<file path="src/rtl/mc_pkg.sv">
// Shared types and encodings for the multicycle main decoder.
// States, opcodes, control-field codes and the decoded-op bundle.
package mc_pkg;

    typedef enum logic [3:0] {
        S_FETCH,
        S_DECODE,
        S_MEMADR,
        S_MEMRD,
        S_MEMWB,
        S_MEMWR,
        S_EXEC,
        S_ALUWB,
        S_IMMEX,
        S_IMMWB,
        S_BRANCH,
        S_JUMP
    } state_e;

    typedef enum logic [2:0] {
        CLS_ILLEGAL,
        CLS_RTYPE,
        CLS_LOAD,
        CLS_STORE,
        CLS_IMM,
        CLS_BRANCH,
        CLS_JUMP
    } op_class_e;

    localparam logic [5:0] OP_RTYPE = 6'b000000;
    localparam logic [5:0] OP_LD    = 6'b110111;
    localparam logic [5:0] OP_LWU   = 6'b100111;
    localparam logic [5:0] OP_LW    = 6'b100011;
    localparam logic [5:0] OP_LBU   = 6'b100100;
    localparam logic [5:0] OP_LB    = 6'b100000;
    localparam logic [5:0] OP_SD    = 6'b111111;
    localparam logic [5:0] OP_SW    = 6'b101011;
    localparam logic [5:0] OP_SB    = 6'b101000;
    localparam logic [5:0] OP_ADDI  = 6'b001000;
    localparam logic [5:0] OP_ANDI  = 6'b001100;
    localparam logic [5:0] OP_ORI   = 6'b001101;
    localparam logic [5:0] OP_SLTI  = 6'b001010;
    localparam logic [5:0] OP_DADDI = 6'b011000;
    localparam logic [5:0] OP_BEQ   = 6'b000100;
    localparam logic [5:0] OP_BNE   = 6'b000101;
    localparam logic [5:0] OP_J     = 6'b000010;

    localparam logic [2:0] ALU_ADD   = 3'b000;
    localparam logic [2:0] ALU_AND   = 3'b001;
    localparam logic [2:0] ALU_OR    = 3'b010;
    localparam logic [2:0] ALU_SLT   = 3'b011;
    localparam logic [2:0] ALU_DADD  = 3'b100;
    localparam logic [2:0] ALU_SUB   = 3'b110;
    localparam logic [2:0] ALU_FUNCT = 3'b111;

    localparam logic [2:0] RT_LW  = 3'b000;
    localparam logic [2:0] RT_LWU = 3'b001;
    localparam logic [2:0] RT_LB  = 3'b010;
    localparam logic [2:0] RT_LBU = 3'b011;
    localparam logic [2:0] RT_LD  = 3'b100;

    localparam logic [1:0] MW_NONE = 2'b00;
    localparam logic [1:0] MW_WORD = 2'b01;
    localparam logic [1:0] MW_BYTE = 2'b10;
    localparam logic [1:0] MW_DBL  = 2'b11;

    localparam logic [1:0] SRCB_RT   = 2'b00;
    localparam logic [1:0] SRCB_FOUR = 2'b01;
    localparam logic [1:0] SRCB_SEXT = 2'b10;
    localparam logic [1:0] SRCB_ZEXT = 2'b11;

    localparam logic [1:0] PC_ALU    = 2'b00;
    localparam logic [1:0] PC_ALUOUT = 2'b01;
    localparam logic [1:0] PC_JUMP   = 2'b10;

    typedef struct packed {
        op_class_e  cls;
        logic       is_bne;
        logic [2:0] readtype;
        logic [1:0] memwrite;
        logic [2:0] aluop;
        logic [1:0] srcb;
    } op_info_t;

    typedef struct packed {
        logic       mem_req;
        logic       iord;
        logic       irwrite;
        logic       pcwrite;
        logic       branch;
        logic       bne;
        logic       regwrite;
        logic       memtoreg;
        logic       regdst;
        logic [1:0] memwrite;
        logic       memread;
        logic [2:0] readtype;
        logic       alusrca;
        logic [1:0] alusrcb;
        logic [1:0] pcsrc;
        logic [2:0] aluop;
        logic       illegal;
    } ctl_t;

endpackage

</file>
<file path="src/rtl/mc_opdecode.sv">
// Opcode classifier: instruction class, access sizes and
// immediate-path ALU controls; 64-bit ops only exist at XLEN=64.
module mc_opdecode
    import mc_pkg::*;
#(
    parameter int XLEN = 64
) (
    input  logic [5:0] op_i,
    output op_info_t   info_o
);

    localparam bit IS64 = (XLEN == 64);

    // Table lookup of the opcode; anything unlisted stays illegal
    always_comb begin
        info_o     = '0;
        info_o.cls = CLS_ILLEGAL;
        case (op_i)
            OP_RTYPE: info_o.cls = CLS_RTYPE;
            OP_LD: begin
                if (IS64) begin
                    info_o.cls      = CLS_LOAD;
                    info_o.readtype = RT_LD;
                end
            end
            OP_LWU: begin
                info_o.cls      = CLS_LOAD;
                info_o.readtype = RT_LWU;
            end
            OP_LW: begin
                info_o.cls      = CLS_LOAD;
                info_o.readtype = RT_LW;
            end
            OP_LBU: begin
                info_o.cls      = CLS_LOAD;
                info_o.readtype = RT_LBU;
            end
            OP_LB: begin
                info_o.cls      = CLS_LOAD;
                info_o.readtype = RT_LB;
            end
            OP_SD: begin
                if (IS64) begin
                    info_o.cls      = CLS_STORE;
                    info_o.memwrite = MW_DBL;
                end
            end
            OP_SW: begin
                info_o.cls      = CLS_STORE;
                info_o.memwrite = MW_WORD;
            end
            OP_SB: begin
                info_o.cls      = CLS_STORE;
                info_o.memwrite = MW_BYTE;
            end
            OP_ADDI: begin
                info_o.cls   = CLS_IMM;
                info_o.aluop = ALU_ADD;
                info_o.srcb  = SRCB_SEXT;
            end
            OP_ANDI: begin
                info_o.cls   = CLS_IMM;
                info_o.aluop = ALU_AND;
                info_o.srcb  = SRCB_ZEXT;
            end
            OP_ORI: begin
                info_o.cls   = CLS_IMM;
                info_o.aluop = ALU_OR;
                info_o.srcb  = SRCB_ZEXT;
            end
            OP_SLTI: begin
                info_o.cls   = CLS_IMM;
                info_o.aluop = ALU_SLT;
                info_o.srcb  = SRCB_SEXT;
            end
            OP_DADDI: begin
                if (IS64) begin
                    info_o.cls   = CLS_IMM;
                    info_o.aluop = ALU_DADD;
                    info_o.srcb  = SRCB_SEXT;
                end
            end
            OP_BEQ: info_o.cls = CLS_BRANCH;
            OP_BNE: begin
                info_o.cls    = CLS_BRANCH;
                info_o.is_bne = 1'b1;
            end
            OP_J:    info_o.cls = CLS_JUMP;
            default: info_o.cls = CLS_ILLEGAL;
        endcase
    end

endmodule

</file>
<file path="src/rtl/mc_maindec.sv">
// Multicycle main decoder: Moore FSM sequencing fetch, decode,
// memory, ALU, branch and jump steps for a single-memory datapath.
module mc_maindec
    import mc_pkg::*;
#(
    parameter int XLEN          = 64,
    parameter bit MEM_HANDSHAKE = 1'b1
) (
    input  logic       clk,
    input  logic       reset,
    input  logic [5:0] op,
    input  logic       mem_ready,
    output logic       mem_req,
    output logic       iord,
    output logic       irwrite,
    output logic       pcwrite,
    output logic       branch,
    output logic       bne,
    output logic       regwrite,
    output logic       memtoreg,
    output logic       regdst,
    output logic [1:0] memwrite,
    output logic       memread,
    output logic [2:0] readtype,
    output logic       alusrca,
    output logic [1:0] alusrcb,
    output logic [1:0] pcsrc,
    output logic [2:0] aluop,
    output logic       illegal
);

    state_e     state_q, state_d;
    logic [5:0] op_q, op_d;
    op_info_t   info;
    ctl_t       ctl;
    ctl_t       ctl_out;
    logic       rdy;

    assign rdy = MEM_HANDSHAKE ? mem_ready : 1'b1;

    // Live op is used while decoding; later states see the capture
    assign op_d = (state_q == S_DECODE) ? op : op_q;

    mc_opdecode #(
        .XLEN(XLEN)
    ) u_opdecode (
        .op_i  (op_d),
        .info_o(info)
    );

    // State and captured-opcode registers
    always_ff @(posedge clk or posedge reset) begin
        if (reset) begin
            state_q <= S_FETCH;
            op_q    <= 6'b000000;
        end else begin
            state_q <= state_d;
            op_q    <= op_d;
        end
    end

    // Next state and per-state control outputs
    always_comb begin
        ctl     = '0;
        state_d = state_q;
        unique case (state_q)
            S_FETCH: begin
                ctl.mem_req = 1'b1;
                ctl.alusrcb = SRCB_FOUR;
                if (rdy) begin
                    ctl.irwrite = 1'b1;
                    ctl.pcwrite = 1'b1;
                    state_d     = S_DECODE;
                end
            end
            S_DECODE: begin
                ctl.alusrcb = SRCB_SEXT;
                unique case (info.cls)
                    CLS_RTYPE:  state_d = S_EXEC;
                    CLS_LOAD:   state_d = S_MEMADR;
                    CLS_STORE:  state_d = S_MEMADR;
                    CLS_IMM:    state_d = S_IMMEX;
                    CLS_BRANCH: state_d = S_BRANCH;
                    CLS_JUMP:   state_d = S_JUMP;
                    default: begin
                        ctl.illegal = 1'b1;
                        state_d     = S_FETCH;
                    end
                endcase
            end
            S_MEMADR: begin
                ctl.alusrca = 1'b1;
                ctl.alusrcb = SRCB_SEXT;
                if (info.cls == CLS_LOAD) begin
                    state_d = S_MEMRD;
                end else if (info.cls == CLS_STORE) begin
                    state_d = S_MEMWR;
                end else begin
                    state_d = S_FETCH;
                end
            end
            S_MEMRD: begin
                ctl.mem_req  = 1'b1;
                ctl.iord     = 1'b1;
                ctl.memread  = 1'b1;
                ctl.readtype = info.readtype;
                if (rdy) state_d = S_MEMWB;
            end
            S_MEMWB: begin
                ctl.regwrite = 1'b1;
                ctl.memtoreg = 1'b1;
                ctl.memread  = 1'b1;
                ctl.readtype = info.readtype;
                state_d      = S_FETCH;
            end
            S_MEMWR: begin
                ctl.mem_req  = 1'b1;
                ctl.iord     = 1'b1;
                ctl.memwrite = info.memwrite;
                if (rdy) state_d = S_FETCH;
            end
            S_EXEC: begin
                ctl.alusrca = 1'b1;
                ctl.alusrcb = SRCB_RT;
                ctl.aluop   = ALU_FUNCT;
                state_d     = S_ALUWB;
            end
            S_ALUWB: begin
                ctl.regwrite = 1'b1;
                ctl.regdst   = 1'b1;
                state_d      = S_FETCH;
            end
            S_IMMEX: begin
                ctl.alusrca = 1'b1;
                ctl.alusrcb = info.srcb;
                ctl.aluop   = info.aluop;
                state_d     = S_IMMWB;
            end
            S_IMMWB: begin
                ctl.regwrite = 1'b1;
                state_d      = S_FETCH;
            end
            S_BRANCH: begin
                ctl.alusrca = 1'b1;
                ctl.alusrcb = SRCB_RT;
                ctl.aluop   = ALU_SUB;
                ctl.pcsrc   = PC_ALUOUT;
                ctl.branch  = ~info.is_bne;
                ctl.bne     = info.is_bne;
                state_d     = S_FETCH;
            end
            S_JUMP: begin
                ctl.pcwrite = 1'b1;
                ctl.pcsrc   = PC_JUMP;
                state_d     = S_FETCH;
            end
            default: state_d = S_FETCH;
        endcase
    end

    // Reset silences every strobe immediately, not at the next edge
    assign ctl_out = reset ? '0 : ctl;

    assign mem_req  = ctl_out.mem_req;
    assign iord     = ctl_out.iord;
    assign irwrite  = ctl_out.irwrite;
    assign pcwrite  = ctl_out.pcwrite;
    assign branch   = ctl_out.branch;
    assign bne      = ctl_out.bne;
    assign regwrite = ctl_out.regwrite;
    assign memtoreg = ctl_out.memtoreg;
    assign regdst   = ctl_out.regdst;
    assign memwrite = ctl_out.memwrite;
    assign memread  = ctl_out.memread;
    assign readtype = ctl_out.readtype;
    assign alusrca  = ctl_out.alusrca;
    assign alusrcb  = ctl_out.alusrcb;
    assign pcsrc    = ctl_out.pcsrc;
    assign aluop    = ctl_out.aluop;
    assign illegal  = ctl_out.illegal;

endmodule

</file>
<file path="config.mk">
export PLATFORM = sky130hd
export DESIGN_NAME = mc_maindec
export DESIGN_NICKNAME = d
export VERILOG_FILES = /design/src/rtl/mc_pkg.sv /design/src/rtl/mc_opdecode.sv /design/src/rtl/mc_maindec.sv
export SDC_FILE = /design/constraint.sdc
export NUM_CORES = 1
export LEC_CHECK = 0
export BUFFER_PORTS_ARGS = -buffer_cell sky130_fd_sc_hd__buf_4
export CORE_AREA = 2 2 64 66
export CTS_CLUSTER_DIAMETER = 150
export DETAILED_ROUTE_END_ITERATION = 8
export DIE_AREA = 0 0 66 68
export PLACE_DENSITY = 0.66
export SKIP_LAST_GASP = 1
export SYNTH_ARGS = -nofsm -noshare
export SYNTH_HDL_FRONTEND = slang
export SYNTH_HIERARCHICAL = 1
export SYNTH_SLANG_ARGS = --single-unit
</file>
<file path="constraint.sdc">
create_clock -name clk -period 5.45 [get_ports clk]
set_input_delay 1.09 -clock clk [delete_from_list [all_inputs] [get_ports clk]]
set_output_delay 1.09 -clock clk [all_outputs]
set_load 0.03 [all_outputs]
</file>
# == After elaboration in Yosys (flattened, before gate mapping) ==
# Cells that the tools add are included.
# classes
reduce_logical,15
add_sub_neg,0
n_eq_ne,36
n_mux,31
n_shift,0
order_cmp,0
mul,0
bitwise_logic,1
n_div,0
# op_table
operator,n
$eq 6x6->1 const B,8
$pmux 4 s7,1
$pmux 5 s5,1
$eq 6x4->1 const B,4
$mux 24,1
$mux 4,5
$pmux 4 s5,1
$pmux 3 s6,1
$eq 4x3->1 const B,4
$eq 4x4->1 const B,4
$eq 6x3->1 const B,2
$pmux 2 s3,2
$pmux 3 s4,1
$mux 1,10
$reduce_or 2->1,5
$reduce_or 5->1,2
$eq 3x3->1 const B,3
$pmux 3 s3,1
$reduce_or 3->1,3
$eq 4x2->1 const B,2
$eq 3x2->1 const B,2
$eq 6x2->1 const B,1
$eq 6x5->1 const B,1
$logic_not 6->1,1
other kinds (13),17
# totals
mem_count,0
mem_bits_rw,0
word_cells,85
rom_bits,0
register_bits,10
latch_bits,0
output_inout_bits,24
input_bits,9

# == Logic depth before layout (Yosys ltp) ==
# Gate-level depths: netlist of run 1.
# depth
ltp_word,10
depth_mapped,12
ltp_nobuf,11

# == By module ==
# Netlist of run 1, hierarchy kept.
# modules_own_cells
module,seq_area_each_um2,cells_each,area_each_um2,n_inst
mc_maindec,250.2,113,939.7,1
mc_opdecode,0.0,53,346.6,1

# == Least setup slack after synthesis of run 1 ==
# Ideal clock, no wire load.
# synth_timing
path_type,input to output
start,input op[5]
end,output alusrcb[0]
required_ps,4360
setup_slack_ps,1383
arrival_ps,2977
path_buffers,1
stages,6
cell_sequence,mux2_2 -> buf_2 -> nand2b_1 -> nor4_1 -> nor2b_1 -> nor4b_1
# synth_rtl
element,line,rtl
"start, declared",mc_maindec.sv:11,"input logic [5:0] op,"
"end, declared",mc_maindec.sv:26,"output logic [1:0] alusrcb,"

==> impl_metrics.tcl, run 1 <==
set metrics [dict create \
    cp-start-kind "register" \
    numCtsBuffers 3 \
    status "complete, no violations" \
    slew_headroom_pct 52.7 \
    diodes 0 \
    die-height_um 68 \
    cts-resized-gates 0 \
    grt_max_degree 23 \
    ctsLongestPathBuffers 2 \
    dp_hpwl_mm 2.39 \
    yosysWarnings 6 \
    wl_met3_um 124 \
    dieArea_mm2 0.00449 \
    hold_start "op_q[2]" \
    total_power_w 0.000871 \
    nets 196 \
    synthCells 166 \
    top_layer "met4" \
    grt_pass1_vias 1103 \
    end_kind "primary output" \
    h-tree-depth 1 \
    ys_seq_area_share_pct 19.5 \
    synth_top_area_cell "dfrtp_1" \
    cellPowerDensity_mw_per_mm2 573 \
    dr.pass1.iters 4 \
    drv_cap 0 \
    hold_path_class "register to register" \
    post-cts-setup-buffers 0 \
    r2r-start "state_q[0]" \
    drive_gt1_share_pct 29.6 \
    vias 1240 \
    area_delta_synth_final_pct 18.1 \
    io-pin-count 33 \
    p_leak_nw 0.618 \
    arrival_ps 3470 \
    drc 0 \
    crit_required_ps 4360 \
    setup.worst_path.start "state_q[0]" \
    p_comb_share_pct 71.0 \
    initialDrtViolationCount 93 \
    worstSetupPathType "register to primary output" \
    avgSynthCellArea_um2 7.75 \
    cts_root_buffer "clkbuf_8" \
    synthArstFlopShare_pct 100 \
    synth_seq_cells 10 \
    clkPwrFrac_pct 10.7 \
    synthTopCellsByArea "dfrtp_1 19%, a21oi_1 5.4%, buf_6 5.3%" \
    internal-power_w 0.000411 \
    seqPwrFrac_pct 18.3 \
    fill_cells 424 \
    syn_area_mm2 0.00129 \
    portBuffers 32 \
    wl_met1_mm 1.45 \
    cts_tree "done" \
    clock_latency_ps 240 \
    holdWs_ps 678 \
    postRouteAntennaNets 0 \
    fin_crit_sh_pct 83.6 \
    wirelength_mm 3.20 \
    finalMaxSlewViolations 0 \
    swShare_pct 52.8 \
    fin_worst_skew_ps 2.08 \
    finalSetupTns_ps 0 \
    gr-usage-all-layers_pct 14.8 \
    period_needed_ps 4560 \
    gp_congestion 0.840 \
    path_clk_slew_ps 50 \
    synth_cell_types 49 \
    dr_wl_met2_mm 1.62 \
    power_switching_w 0.000460 \
    overflow 0 \
    critPathMaxFanout 22 \
    rsz0062_at_grt "no" \
    synth_common_cells "14 x a21oi_1, 13 x nand2_1, 12 x nor2_1" \
    clkSinkCount 10 \
    vias_per_cell 5.25 \
    grt_pass1_wl_mm 5.23 \
    syn_nets 175 \
    tightest_slew_ps 710 \
    vdd_drop_max_uv 246 \
    synth_top_area_share_pct 19.5 \
    synth_edf_count 0 \
    hold_viol_final 0 \
    setup_violations 0 \
    clock.fmax_mhz 219 \
    core_mm2 0.00386 \
    wl_per_cell_um 13.6 \
    antenna_found_initial 0 \
    initial_core_util_pct 33.4 \
    synth_flop_cell "dfrtp_1" \
    cts_hold_buf 0 \
    yosys.cell_count.top_type "a21oi_1" \
    num_rows 23 \
    die_x_um 66 \
]
[layout by cell type (no fill, tap or decap), types with 2 or more instances in the layout]
cell type   n
nor2b_1     4
a21boi_0    2
inv_1       3
nor4b_1     2
a22oi_1     2
nor4_1      3
a21oi_1    14
o21ai_0     6
nand2b_1    6
clkbuf_8    4
nand3_1     3
nor2_1     12
and2b_1     2
xor2_2      2
or3_1       2
nor3b_1     2
buf_4      32
and2_1      8
nor3_1     11
o22ai_1     4
or2_2       4
mux2_2      6
nand3b_1    4
nand2_1    13
and3_1      3
dfrtp_1    10
[worst paths after layout]
kind | end | slack (ps) | cells past startpoint
hold reg to reg | op_q[2] | 680 | 1
min in group asynchronous | state_q[2] | 920 | 2
hold / removal | op_q[2] | 680 | 1
max in group asynchronous | op_q[1] | 4220 | 2
setup reg to reg | state_q[2] | 2210 | 10
setup / recovery | illegal | 890 | 11
[through the flow]
stage | setup WS (ps) | utilization [%] | cell area (um^2) | std cells
5_1_grt | 596 | 39.4 | 1520 | 236
2_1_floorplan | 1380 | - | 1290 | 166
3_3_place_gp | 1210 | 38.0 | 1460 | 232
6_report | 893 | 39.4 | 1520 | 236
4_1_cts | 896 | 39.4 | 1520 | 236
3_5_place_dp | 1160 | 38.0 | 1460 | 232
[worst max-delay path, stage by stage (launching register included)]
cell,delay [ps]
dfrtp_1,700
nand2b_1,200
nor3_4,340
mux2_2,540
xor2_2,230
nor3_1,180
nor2_1,70
o22ai_1,350
or2_2,200
o21ai_0,70
and3_1,180
buf_4,160
[cell type report]
cell class / instances / area, um^2 / share of cell area (%)
Sequential cell: 10 / 250 / 16.5
Tap cell: 50 / 62.6 / 4.12
Inverter: 3 / 11.3 / 0.741
Multi-Input combinational cell: 137 / 900 / 59.2
Timing Repair Buffer: 32 / 240 / 15.8
Clock buffer: 4 / 55.1 / 3.62
[registers in the layout, indices dropped and copies added, names as in the netlist]
name,flops
op_q,6
state_q,4
[per-layer routing]
layer	track usage [%]	vias up
met5	0	-
met4	2.30	0
met3	3.29	2
met2	25.3	27
met1	19.7	574
li1	-	637
[power by group through the flow]
stage | registers, W | logic (W) | clock network, W
2_1_floorplan | 0.000116 | 0.000588 | 0
6_report | 0.000159 | 0.000618 | 0.0000930
5_1_grt | 0.000168 | 0.000682 | 0.0000982
3_5_place_dp | 0.000160 | 0.000615 | 0
4_1_cts | 0.000159 | 0.000616 | 0.0000942
3_3_place_gp | 0.000159 | 0.000609 | 0
[cell families after synthesis]
logic type / Yosys count / share of synthesized area (%)
and+or+nand+nor: 89 / 40.9
AOI/OAI and AO/OA: 38 / 19.8
buffers and inverters: 19 / 10.6
DFF: 10 / 19.5
muxes: 7 / 6.03
xor gates and xnor gates: 3 / 3.21
(Power assumes the default switching activity.)
==> inputs of run 2 (changes only) <==
clock period = 4.3 ns   (was 5.45 ns; I/O delays follow)
==> run 2 against run 1 <==
Effect of this change: via count up 2.7%; clock-buffer cell count fell by 1; cell count grew 1.7%; clock power increased by 2.7%; first-iteration DRC count increased by 7.5%; setup slack worse by 550 ps; total power up 27%; flip-flop and latch count is the same; highest routed layer unchanged.
==> impl_metrics.tcl, run 2 (synthesis results as in run 1) <==
set metrics [dict create \
    wirelength_mm 3.23 \
    grt_pass1_vias 1159 \
    setup_violations 0 \
    io-pin-count 33 \
    tightest_slew_ps 459 \
    fin_worst_skew_ps 0.346 \
    clkPwrFrac_pct 8.6 \
    drv_cap 0 \
    path_clk_slew_ps 40 \
    portBuffers 32 \
    crit_required_ps 3440 \
    arrival_ps 3090 \
    period_needed_ps 3950 \
    cts_tree "done" \
    grt_max_degree 22 \
    clock_latency_ps 230 \
    dr.pass1.iters 4 \
    diodes 0 \
    layout_commonest_cell "buf_4" \
    core_mm2 0.00386 \
    seqPwrFrac_pct 13.4 \
    fin_crit_sh_pct 91.9 \
    largest_reg_flops 6 \
    antenna_found_initial 0 \
    finalSetupTns_ps 0 \
    initialDrtViolationCount 100 \
    cts-resized-gates 0 \
    numCtsBuffers 3 \
    swShare_pct 52.7 \
    power_switching_w 0.000585 \
    dp_hpwl_mm 2.39 \
    vias 1273 \
    vias_per_cell 5.30 \
    p_leak_nw 0.638 \
    internal-power_w 0.000524 \
    worstSetupPathType "register to primary output" \
    slew_headroom_pct 69.4 \
    grt.busiest_layer "met2" \
    wl_per_cell_um 13.5 \
    dp.cells 237 \
    dp_slack_ps 594 \
    postRouteAntennaNets 0 \
    die-height_um 68 \
    die_x_um 66 \
    p_comb_share_pct 78.0 \
    gr-usage-met1_pct 19.0 \
    h-tree-depth 1 \
    nets 201 \
    drc 0 \
    final_util_pct 40.0 \
    critPathMaxFanout 18 \
    area_delta_synth_final_pct 19.9 \
    cts_hold_buf 0 \
    cts_root_buffer "clkbuf_8" \
    gp_congestion 0.795 \
    gr-usage-all-layers_pct 14.7 \
    overflow 0 \
    ctsLongestPathBuffers 2 \
    hold_path_class "register to register" \
    drive_gt1_share_pct 31.1 \
    fin_cells 240 \
    end_kind "primary output" \
    rsz0062_at_grt "no" \
    grt_pass1_wl_mm 5.29 \
    cellPowerDensity_mw_per_mm2 719 \
    finalMaxSlewViolations 0 \
    holdWs_ps 667 \
    grt_use_met3_pct 3.29 \
    mostFrequentLayoutCells "37 x buf_4, 14 x a21oi_1, 13 x nand2_1" \
    status "complete, no violations" \
    cp-start-kind "register" \
    post-cts-setup-buffers 0 \
    regMostFlops "op_q" \
    use_met2_pct 25.4 \
    clkSinkCount 10 \
    hold_viol_final 0 \
    num_rows 23 \
    initial_core_util_pct 33.4 \
    setup_ws_ps 347 \
    dieArea_mm2 0.00449 \
    clock.fmax_mhz 253 \
    vdd_drop_max_uv 366 \
    largestRegisters "op_q (6), state_q (4)" \
]
run 2: final timing paths:
kind,from,endpoint,slack (ps),depth (start not counted)
worst min-delay path,op_q[5],op_q[5],670,1
worst max-delay path,state_q[2],illegal,350,10
min in group asynchronous,reset,state_q[0],700,2
worst max register to register,state_q[2],state_q[0],1400,9
max in group asynchronous,reset,op_q[0],3300,2
worst min register to register,op_q[5],op_q[5],670,1
run 2: metrics by stage:
stage	total power [W]	cell area (um^2)
floorplan	0.000893	1290
finish	0.00111	1540
detailed placement	0.00101	1500
global placement	0.000999	1500
CTS	0.00111	1540
global route	0.00121	1540
run 2: worst max-delay path, cell delays in order, from the launching register on:
cell      delay (ps)
dfrtp_1          360
nand2b_1         190
nor3_4           350
mux2_2           550
xor2_2           250
nor3_1            80
a22o_1           300
or2_2            330
o21ai_0          130
and3_1           170
buf_4            160
run 2: area by class of cell:
type	count	area, um^2
Timing Repair Buffer	37	278
Clock buffer	3	41.3
Fill cell	426	2310
Sequential cell	10	250
Tap cell	50	62.6
Inverter	3	11.3
Multi-Input combinational cell	137	900
run 2: layer usage:
metal	part of all wire, %	wire, um
met1	45	1470
met2	49	1590
met5	0	0
met4	1.1	34
met3	4.2	137
run 2: power groups by stage:
stage          clock network, W  registers (W)  logic, W
2_1_floorplan                 0       0.000147  0.000746
3_3_place_gp                  0       0.000150  0.000849
3_5_place_dp                  0       0.000151  0.000859
4_1_cts               0.0000981       0.000149  0.000860
5_1_grt                0.000102       0.000153  0.000957
6_report              0.0000955       0.000149  0.000865
